`src/rtl/ex_pkg.sv`:
```
// Shared opcodes, FSM state type and helpers for the execute stage.
package ex_pkg;

  localparam int XLEN = 32;

  localparam logic [5:0] OP_ADD = 6'b000000;
  localparam logic [5:0] OP_SUB = 6'b000001;
  localparam logic [5:0] OP_AND = 6'b000010;
  localparam logic [5:0] OP_OR  = 6'b000011;
  localparam logic [5:0] OP_XOR = 6'b000100;
  localparam logic [5:0] OP_SLT = 6'b000101;
  localparam logic [5:0] OP_MUL = 6'b000110;
  localparam logic [5:0] OP_LW  = 6'b010000;
  localparam logic [5:0] OP_SW  = 6'b010001;
  localparam logic [5:0] OP_BEQ = 6'b100000;
  localparam logic [5:0] OP_JMP = 6'b100001;

  typedef enum logic [1:0] {IDLE, MUL, DONE} ex_state_t;

  function automatic logic [31:0] sext16(input logic [15:0] v);
    return {{16{v[15]}}, v};
  endfunction

endpackage

```
`src/rtl/ex_mul_iter.sv`:
```
// Iterative shift-add multiplier: one partial-product step per cycle after start.
module ex_mul_iter #(
  parameter int XLEN       = ex_pkg::XLEN,
  parameter int MUL_CYCLES = 32
) (
  input  logic            clk,
  input  logic            rst_n,
  input  logic            start,
  input  logic [XLEN-1:0] a,
  input  logic [XLEN-1:0] b,
  output logic            busy,
  output logic            done,
  output logic [XLEN-1:0] product
);

  localparam int CW = $clog2(MUL_CYCLES + 1);
  localparam logic [CW-1:0] LAST = CW'(MUL_CYCLES - 1);

  logic [XLEN-1:0] mcand_p0;
  logic [XLEN-1:0] mplier_p0;
  logic [XLEN-1:0] acc_p0;
  logic [CW-1:0]   cnt_p0;

  // done marks the cycle whose step is the final one, so the caller can
  // leave its wait state on the same edge that completes the product.
  assign done    = busy & (cnt_p0 == LAST);
  assign product = acc_p0;

  always_ff @(posedge clk or negedge rst_n) begin
    if (!rst_n) begin
      busy      <= 1'b0;
      cnt_p0    <= '0;
      mcand_p0  <= '0;
      mplier_p0 <= '0;
      acc_p0    <= '0;
    end else if (start) begin
      busy      <= 1'b1;
      cnt_p0    <= '0;
      mcand_p0  <= a;
      mplier_p0 <= b;
      acc_p0    <= '0;
    end else if (busy) begin
      if (mplier_p0[0]) acc_p0 <= acc_p0 + mcand_p0;
      mcand_p0  <= mcand_p0 << 1;
      mplier_p0 <= mplier_p0 >> 1;
      cnt_p0    <= cnt_p0 + 1'b1;
      if (done) busy <= 1'b0;
    end
  end

endmodule

```
`src/rtl/execute_stage.sv`:
```
// Execute stage: single-cycle ALU/branch unit feeding a one-entry output register.
// Define EX_MUL_EN to add the iterative multiplier for OP_MUL; otherwise MUL is illegal.
module execute_stage #(
  parameter int XLEN       = ex_pkg::XLEN,
  parameter int MUL_CYCLES = 32
) (
  input  logic            clk,
  input  logic            rst_n,
  input  logic            in_valid,
  output logic            in_ready,
  input  logic [5:0]      op,
  input  logic [XLEN-1:0] A,
  input  logic [XLEN-1:0] B,
  input  logic [31:0]     Imm,
  input  logic [31:0]     npc,
  output logic            out_valid,
  input  logic            out_ready,
  output logic [5:0]      out_op,
  output logic [XLEN-1:0] result,
  output logic [XLEN-1:0] store_data,
  output logic            redirect,
  output logic [31:0]     target,
  output logic            illegal
);
  import ex_pkg::*;

  logic            slot_free;
  logic            accept;
  logic            load_alu;
  logic [XLEN-1:0] imm_x;
  logic [XLEN-1:0] alu_res;
  logic            alu_ill;
  logic            alu_taken;
  logic [31:0]     alu_tgt;

  assign slot_free = ~out_valid | out_ready;
  assign accept    = in_valid & in_ready;
  assign imm_x     = {{(XLEN-16){Imm[15]}}, Imm[15:0]};

  always_comb begin
    alu_res   = '0;
    alu_ill   = 1'b0;
    alu_taken = 1'b0;
    alu_tgt   = '0;
    case (op)
      OP_ADD: alu_res = A + B;
      OP_SUB: alu_res = A - B;
      OP_AND: alu_res = A & B;
      OP_OR:  alu_res = A | B;
      OP_XOR: alu_res = A ^ B;
      OP_SLT: alu_res = {{(XLEN-1){1'b0}}, ($signed(A) < $signed(B))};
      OP_LW, OP_SW: alu_res = A + imm_x;
      OP_BEQ: begin
        alu_taken = (A == '0);
        alu_tgt   = npc + (sext16(Imm[15:0]) << 2);
      end
      OP_JMP: begin
        alu_taken = 1'b1;
        alu_tgt   = {npc[31:28], Imm[25:0], 2'b00};
      end
`ifdef EX_MUL_EN
      OP_MUL: ;
`endif
      default: alu_ill = 1'b1;
    endcase
  end

`ifdef EX_MUL_EN
  ex_state_t       state;
  logic            is_mul;
  logic            load_mul;
  logic            mul_busy;
  logic            mul_done;
  logic [XLEN-1:0] mul_product;
  logic [XLEN-1:0] b_p0;

  assign is_mul   = (op == OP_MUL);
  assign in_ready = (state == IDLE) & slot_free;
  assign load_alu = accept & ~is_mul;
  assign load_mul = (state == DONE) & slot_free;

  ex_mul_iter #(.XLEN(XLEN), .MUL_CYCLES(MUL_CYCLES)) u_mul (
    .clk     (clk),
    .rst_n   (rst_n),
    .start   (accept & is_mul),
    .a       (A),
    .b       (B),
    .busy    (mul_busy),
    .done    (mul_done),
    .product (mul_product)
  );

  always_ff @(posedge clk or negedge rst_n) begin
    if (!rst_n) begin
      state <= IDLE;
      b_p0  <= '0;
    end else begin
      case (state)
        IDLE: if (accept && is_mul) begin
          state <= MUL;
          b_p0  <= B;
        end
        MUL:  if (mul_done || !mul_busy) state <= DONE;
        DONE: if (slot_free) state <= IDLE;
        default: state <= IDLE;
      endcase
    end
  end
`else
  assign in_ready = slot_free;
  assign load_alu = accept;
`endif

  // Output register: loads on a new entry, holds under backpressure.
  always_ff @(posedge clk or negedge rst_n) begin
    if (!rst_n) begin
      out_valid  <= 1'b0;
      out_op     <= '0;
      result     <= '0;
      store_data <= '0;
      redirect   <= 1'b0;
      target     <= '0;
      illegal    <= 1'b0;
    end else begin
      // Only a freshly loaded entry can pulse redirect, so holding never re-fires it.
      redirect <= load_alu & alu_taken;
      if (load_alu) begin
        out_valid  <= 1'b1;
        out_op     <= op;
        result     <= alu_res;
        store_data <= B;
        target     <= alu_tgt;
        illegal    <= alu_ill;
`ifdef EX_MUL_EN
      end else if (load_mul) begin
        out_valid  <= 1'b1;
        out_op     <= OP_MUL;
        result     <= mul_product;
        store_data <= b_p0;
        target     <= '0;
        illegal    <= 1'b0;
`endif
      end else if (out_ready) begin
        out_valid <= 1'b0;
      end
    end
  end

endmodule

```
`config.mk`:
```
export PLATFORM = sky130hd
export DESIGN_NAME = execute_stage
export DESIGN_NICKNAME = d
export VERILOG_FILES = /design/src/rtl/ex_pkg.sv /design/src/rtl/ex_mul_iter.sv /design/src/rtl/execute_stage.sv
export SDC_FILE = /design/constraint.sdc
export NUM_CORES = 1
export LEC_CHECK = 0
export BUFFER_PORTS_ARGS = -buffer_cell sky130_fd_sc_hd__buf_4
export CORE_ASPECT_RATIO = 0.5
export CORE_MARGIN = 2
export CORE_UTILIZATION = 57
export DETAILED_ROUTE_END_ITERATION = 12
export GPL_ROUTABILITY_DRIVEN = 0
export HOLD_SLACK_MARGIN = 0.05
export PLACE_DENSITY = 0.83
export REMOVE_ABC_BUFFERS = 1
export SKIP_LAST_GASP = 1
export SLEW_MARGIN = 15
export SYNTH_ARGS = -nofsm -noshare
export SYNTH_HDL_FRONTEND = slang
export SYNTH_SLANG_ARGS = --single-unit
```
`constraint.sdc`:
```
create_clock -name clk -period 2.51 [get_ports clk]
set_clock_uncertainty 0.1 [all_clocks]
set_input_delay 0.1255 -clock clk [delete_from_list [all_inputs] [get_ports clk]]
set_output_delay 0.1255 -clock clk [all_outputs]
set_load 0.05 [all_outputs]
```
==> results.py, run 1 <==
metrics = {
    "run_status": {
        "run_status": "stopped before the end",
        "lastStage": "global routing",
        "error": "[ERROR GRT-0232] Routing congestion too high. Check the congestion heatmap in the GUI.",
    },
    "synthesis": {
        "synth_ff_type": "sky130_fd_sc_hd__dfrtp_1",
        "yosys_register_bits": 105,
        "synth.yosys.warnings": 0,
        "seq_area_frac_synth": 0.234,
        "synth-async-reset-ratio": 1.00,
        "netlist_instances": 1436,
        "synth_enable_flop_cells": 0,
        "netlist_area_mm2": 0.0112,
        "synth_area_per_cell_um2": 7.81,
        "ys_types": 66,
    },
    "placed_design": {
        "estimated_wirelength_of_the_detail_placed_design_um": 34100,
        "io_buffers": 237,
        "place_area_mm2": 0.0152,
    },
    "floorplanning": {
        "die_height_um": 103,
        "dieWidth_um": 202,
        "num_rows": 36,
        "ioPinCount": 244,
        "initial_utilization": 0.579,
    },
    "timing": {
        "postGrtWorstEndpoint": "result[28]$_DFFE_PN0P_/D",
        "endpoint_type": "register data pin",
    },
    "global_routing": {
        "grt_use_total": 0.744,
        "sum_of_overflow_across_all_layers_after_global_routing": 6,
        "grt_max_degree": 97,
        "grt_antenna_before_repair": 11,
    },
    "clock_network": {
        "htree_num_levels": 3,
        "clock_tree.buffer_depth": 2,
        "clkSinkCount": 105,
        "root_buffer": "sky130_fd_sc_hd__clkbuf_16",
        "numCtsBuffers": 9,
    },
}
-- cells in the mapped netlist, types with 14 or more instances --
| cell | instances | share of area |
|---|---|---|
| sky130_fd_sc_hd__nor3_1 | 25 | 0.011 |
| sky130_fd_sc_hd__ha_1 | 165 | 0.18 |
| sky130_fd_sc_hd__mux2_2 | 15 | 0.015 |
| sky130_fd_sc_hd__xor2_1 | 26 | 0.020 |
| sky130_fd_sc_hd__a22oi_1 | 16 | 0.011 |
| sky130_fd_sc_hd__inv_1 | 99 | 0.033 |
| sky130_fd_sc_hd__dfrtp_1 | 105 | 0.23 |
| sky130_fd_sc_hd__nand3_1 | 22 | 0.0098 |
| sky130_fd_sc_hd__nor2_1 | 117 | 0.039 |
| sky130_fd_sc_hd__nor4_1 | 18 | 0.010 |
| sky130_fd_sc_hd__nand2_1 | 152 | 0.051 |
| sky130_fd_sc_hd__o21ai_0 | 133 | 0.059 |
| sky130_fd_sc_hd__a21oi_1 | 147 | 0.066 |
| sky130_fd_sc_hd__a21o_1 | 42 | 0.028 |
| sky130_fd_sc_hd__xnor2_1 | 46 | 0.036 |
| sky130_fd_sc_hd__clkbuf_1 | 52 | 0.017 |
| sky130_fd_sc_hd__nand4_1 | 14 | 0.0078 |
| sky130_fd_sc_hd__a221oi_1 | 18 | 0.014 |
-- kinds of logic after synthesis --
| group | share of synthesized area |
|---|---|
| AOI/OAI and AO/OA | 0.276 |
| and+or+nand+nor | 0.169 |
| adders and majority gates | 0.189 |
| buffers and inverters | 0.0555 |
| DFF | 0.234 |
| xor gates and xnor gates | 0.0562 |
| muxes | 0.0195 |
-- routing by layer --
layer	track usage	overflow
met1	0.740	0
met2	0.904	4
met3	0.641	0
met4	0.694	2
met5	0.366	0
-- stage by stage --
stage	worst slack, ns	setup TNS, ns	std cells
3_5_place_dp	-1.28	-33.90	2145
4_1_cts	-0.334	-5.09	2216
3_3_place_gp	-1.11	-27.86	2145
2_1_floorplan	-3.02	-178.50	1371
-- repair_timing --
item / in CTS
buffers inserted: 18
endpoints found under the setup margin: 36
gates resized for setup: 113
pin swaps: 78
hold buffers: 38
hold endpoints to repair: 141
==> run 2, diff against run 1 <==
CORE_ASPECT_RATIO = default   (was 0.5)
CORE_UTILIZATION = 40   (was 57)
HOLD_SLACK_MARGIN = default   (was 0.05)
PLACE_DENSITY = default   (was 0.83)
PLACE_DENSITY_LB_ADDON = 0.15   (was default)
==> run 2 against run 1 <==
  * The flow now finishes, with violations (negative setup slack)
  * Area after synthesis did not move
  * Synthesized cell count is the same
==> results.py, run 2 <==
metrics = {
    "synthesis": {
        "synth_area_per_cell_um2": 7.81,
        "ys_types": 66,
        "synth.largest_area_cell": "sky130_fd_sc_hd__dfrtp_1",
        "yosysMostFrequentCell": "sky130_fd_sc_hd__ha_1",
        "synthDominantCellAreaShare": 0.234,
        "synth.yosys.warnings": 0,
        "netlist_instances": 1436,
        "synth_ff_type": "sky130_fd_sc_hd__dfrtp_1",
        "synth-async-reset-ratio": 1.00,
        "synth_common_cells": "165 x sky130_fd_sc_hd__ha_1, 152 x sky130_fd_sc_hd__nand2_1, 147 x sky130_fd_sc_hd__a21oi_1",
        "synth_enable_flop_cells": 0,
        "yosys_register_bits": 105,
        "netlist_area_mm2": 0.0112,
        "seq_area_frac_synth": 0.234,
        "synth_top_cells_by_area": "sky130_fd_sc_hd__dfrtp_1 23%, sky130_fd_sc_hd__ha_1 18%, sky130_fd_sc_hd__a21oi_1 6.6%",
    },
    "critical_path": {
        "crit_slowest_cell": "sky130_fd_sc_hd__fa_2",
        "cp-end-kind": "flop",
        "critical_path.cell_chain": "buf_6 > nor2_4 > nand3_2 > buf_8 > buf_12 > mux2_4 > fa_2 > a21oi_4 > o21ai_2 > o21ai_2 > a21oi_2 > nand4_1 > nand4_1 > buf_4 > xor2_1 > a22oi_1 > o21ai_1 > a22o_1",
        "critPathArrivalTime_ns": 3.05,
        "timing.critical_path.slowest_cell_delay_ns": 0.40,
        "crit_type": "in2reg",
        "worst-r2r-setup-slack_ns": 0.33,
        "crit_fanout": 6,
        "critPathLaunchType": "primary input",
        "critPathRequiredTime_ns": 2.68,
    },
    "cells_and_area": {
        "final_layout_size_suffix_gt1_frac": 0.372,
        "area_delta_synth_final_pct": 56.4,
        "stdcell_area_mm2": 0.0175,
        "post_layout_nonfiller_instances": 2380,
        "diodes": 0,
        "leading_registers_by_flop_count": "result x32, store_data x32, target x32",
        "mostFrequentLayoutCells": "554 x sky130_fd_sc_hd__buf_4, 146 x sky130_fd_sc_hd__nand2_1, 143 x sky130_fd_sc_hd__ha_1, 119 x sky130_fd_sc_hd__a21oi_1, 113 x sky130_fd_sc_hd__nor2_1",
        "layout.core_utilization": 0.633,
        "finalNetCount": 2303,
        "layout_commonest_cell": "sky130_fd_sc_hd__buf_4",
    },
    "timing": {
        "worst_hold_slack_after_final_layout_ns": 0.00284,
        "unrepaired_setup_endpoints_after_global_routing": "yes",
        "period_minus_slack_ns": 2.87,
        "final_max_slew_viol_count": 0,
        "tightestPinTransition_ns": 0.829,
        "timing.final.setup_violations": 27,
        "max_slew_margin": 0.447,
        "max_freq_mhz": 348,
        "period_share": 1.15,
        "final_hold_viol_count": 0,
        "final_setup_slack_of_the_worst_path_ns": -0.365,
    },
    "drt": {
        "drt-total-wl_um": 46300,
        "post_drt_wl_per_cell_um": 19.5,
        "first_drt_iteration_drcs": 978,
        "avgViaCountPerCell": 5.57,
        "total_drc_errors_in_the_routed_layout": 0,
        "postRouteAntennaNets": 0,
        "total_via_count_in_the_routed_design": 13300,
        "drt_pass1_iterations": 5,
    },
    "placed_design": {
        "estimated_wirelength_of_the_detail_placed_design_um": 34500,
        "place.detailed.instances": 2292,
        "place_ws_ns": -1.23,
        "io_buffers": 237,
        "place_area_mm2": 0.0156,
    },
    "global_routing": {
        "gr-max-usage-layer": "met2",
        "sum_of_overflow_across_all_layers_after_global_routing": 0,
        "grt_pass1_wl_um": 70300,
        "met3_grt_util": 0.0681,
        "grt_max_degree": 106,
        "use_met2": 0.488,
        "grt.met1_usage": 0.407,
        "grt_use_total": 0.309,
        "vias_in_the_first_global_route": 13100,
        "grt_antenna_before_repair": 0,
    },
    "clock_network": {
        "worstSkewPairLatency_ns": 0.38,
        "clkSinkCount": 105,
        "htree_num_levels": 3,
        "clk_pin_slew_worst_paths_ns": 0.08,
        "root_buffer": "sky130_fd_sc_hd__clkbuf_16",
        "numCtsBuffers": 9,
        "cts_tree": "done",
        "clock_tree.buffer_depth": 2,
    },
    "floorplanning": {
        "core_area_mm2": 0.0277,
        "dieWidth_um": 171,
        "ioPinCount": 244,
        "initial_utilization": 0.405,
        "die_height_um": 171,
        "floorplan.die_area_mm2": 0.0294,
        "num_rows": 61,
    },
    "pwr": {
        "power.leakage_nw": 8.71,
        "irDropWorstVdd_mv": 0.285,
        "cellPowerDensity_mw_per_mm2": 403,
    },
    "worst_hold_path": {
        "hold_class": "in2reg",
    },
    "run_status": {
        "run_status": "finished with violations",
        "violations": "negative setup slack",
    },
    "job": {
        "drv.max_cap_violation_count": 0,
    },
}
run 2: worst paths after layout:
kind | start | end | depth (start not counted)
max in group asynchronous | rst_n | target[17]$_DFFE_PN0P_ | 3
max reg2reg | out_valid$_DFFE_PN0P_ | result[31]$_DFFE_PN0P_ | 7
min | B[24] | store_data[24]$_DFFE_PN0P_ | 3
min reg2reg | store_data[10]$_DFFE_PN0P_ | store_data[10]$_DFFE_PN0P_ | 2
min in group asynchronous | rst_n | store_data[27]$_DFFE_PN0P_ | 3
max | op[5] | result[26]$_DFFE_PN0P_ | 18
run 2: power breakdown:
group	total [W]	switching [W]	internal [W]
Combinational	0.00370	0.00206	0.00164
Sequential	0.00187	0.0000688	0.00181
Clock	0.00149	0.000793	0.000696
run 2: stage by stage:
step / total power [W] / setup TNS, ns
after floorplan: 0.00365 / -178.50
after global placement: 0.00507 / -29.71
after detailed placement: 0.00510 / -32.80
after CTS: 0.00685 / -3.64
after global routing: 0.00744 / -8.62
final: 0.00707 / -4.90
run 2: kinds of logic after synthesis:
kind of cell,share of synthesized area
xor gates and xnor gates,0.0562
muxes,0.0195
AOI/OAI and AO/OA,0.276
and+or+nand+nor,0.169
adders and majority gates,0.189
buffers and inverters,0.0555
DFF,0.234
run 2: critical path, delay by kind of cell:
family	cells	cell delay [ns]
adders and majority gates	1	0.40
and+or+nand+nor	4	0.50
xor gates and xnor gates	1	0.15
buffers and inverters	4	0.63
AOI/OAI and AO/OA	7	0.92
muxes	1	0.31
run 2: area by class of cell:
type	instances	area, µm²
clock buffers	9	225
clock inverters	7	60.1
fillers	2404	10200
inverters	99	372
multi-input cells	1167	8850
flip-flops and latches	105	2630
well taps	378	473
repair buffers	615	4940
run 2: repair_timing:
action	CTS	global route
setup buffers	28	15
pin swaps	82	71
hold endpoints to repair	138	0
cloned	2	0
hold buffers	34	0
gates resized for setup	122	78
endpoints found under the setup margin	36	40
run 2: metal layers:
layer | vias up | wire length (µm)
li1 | 6293 | -
met1 | 6283 | 19800
met2 | 580 | 21000
met3 | 112 | 3890
met4 | 0 | 1720
met5 | - | 0
Note: power is estimated with default switching activity, not from simulation.
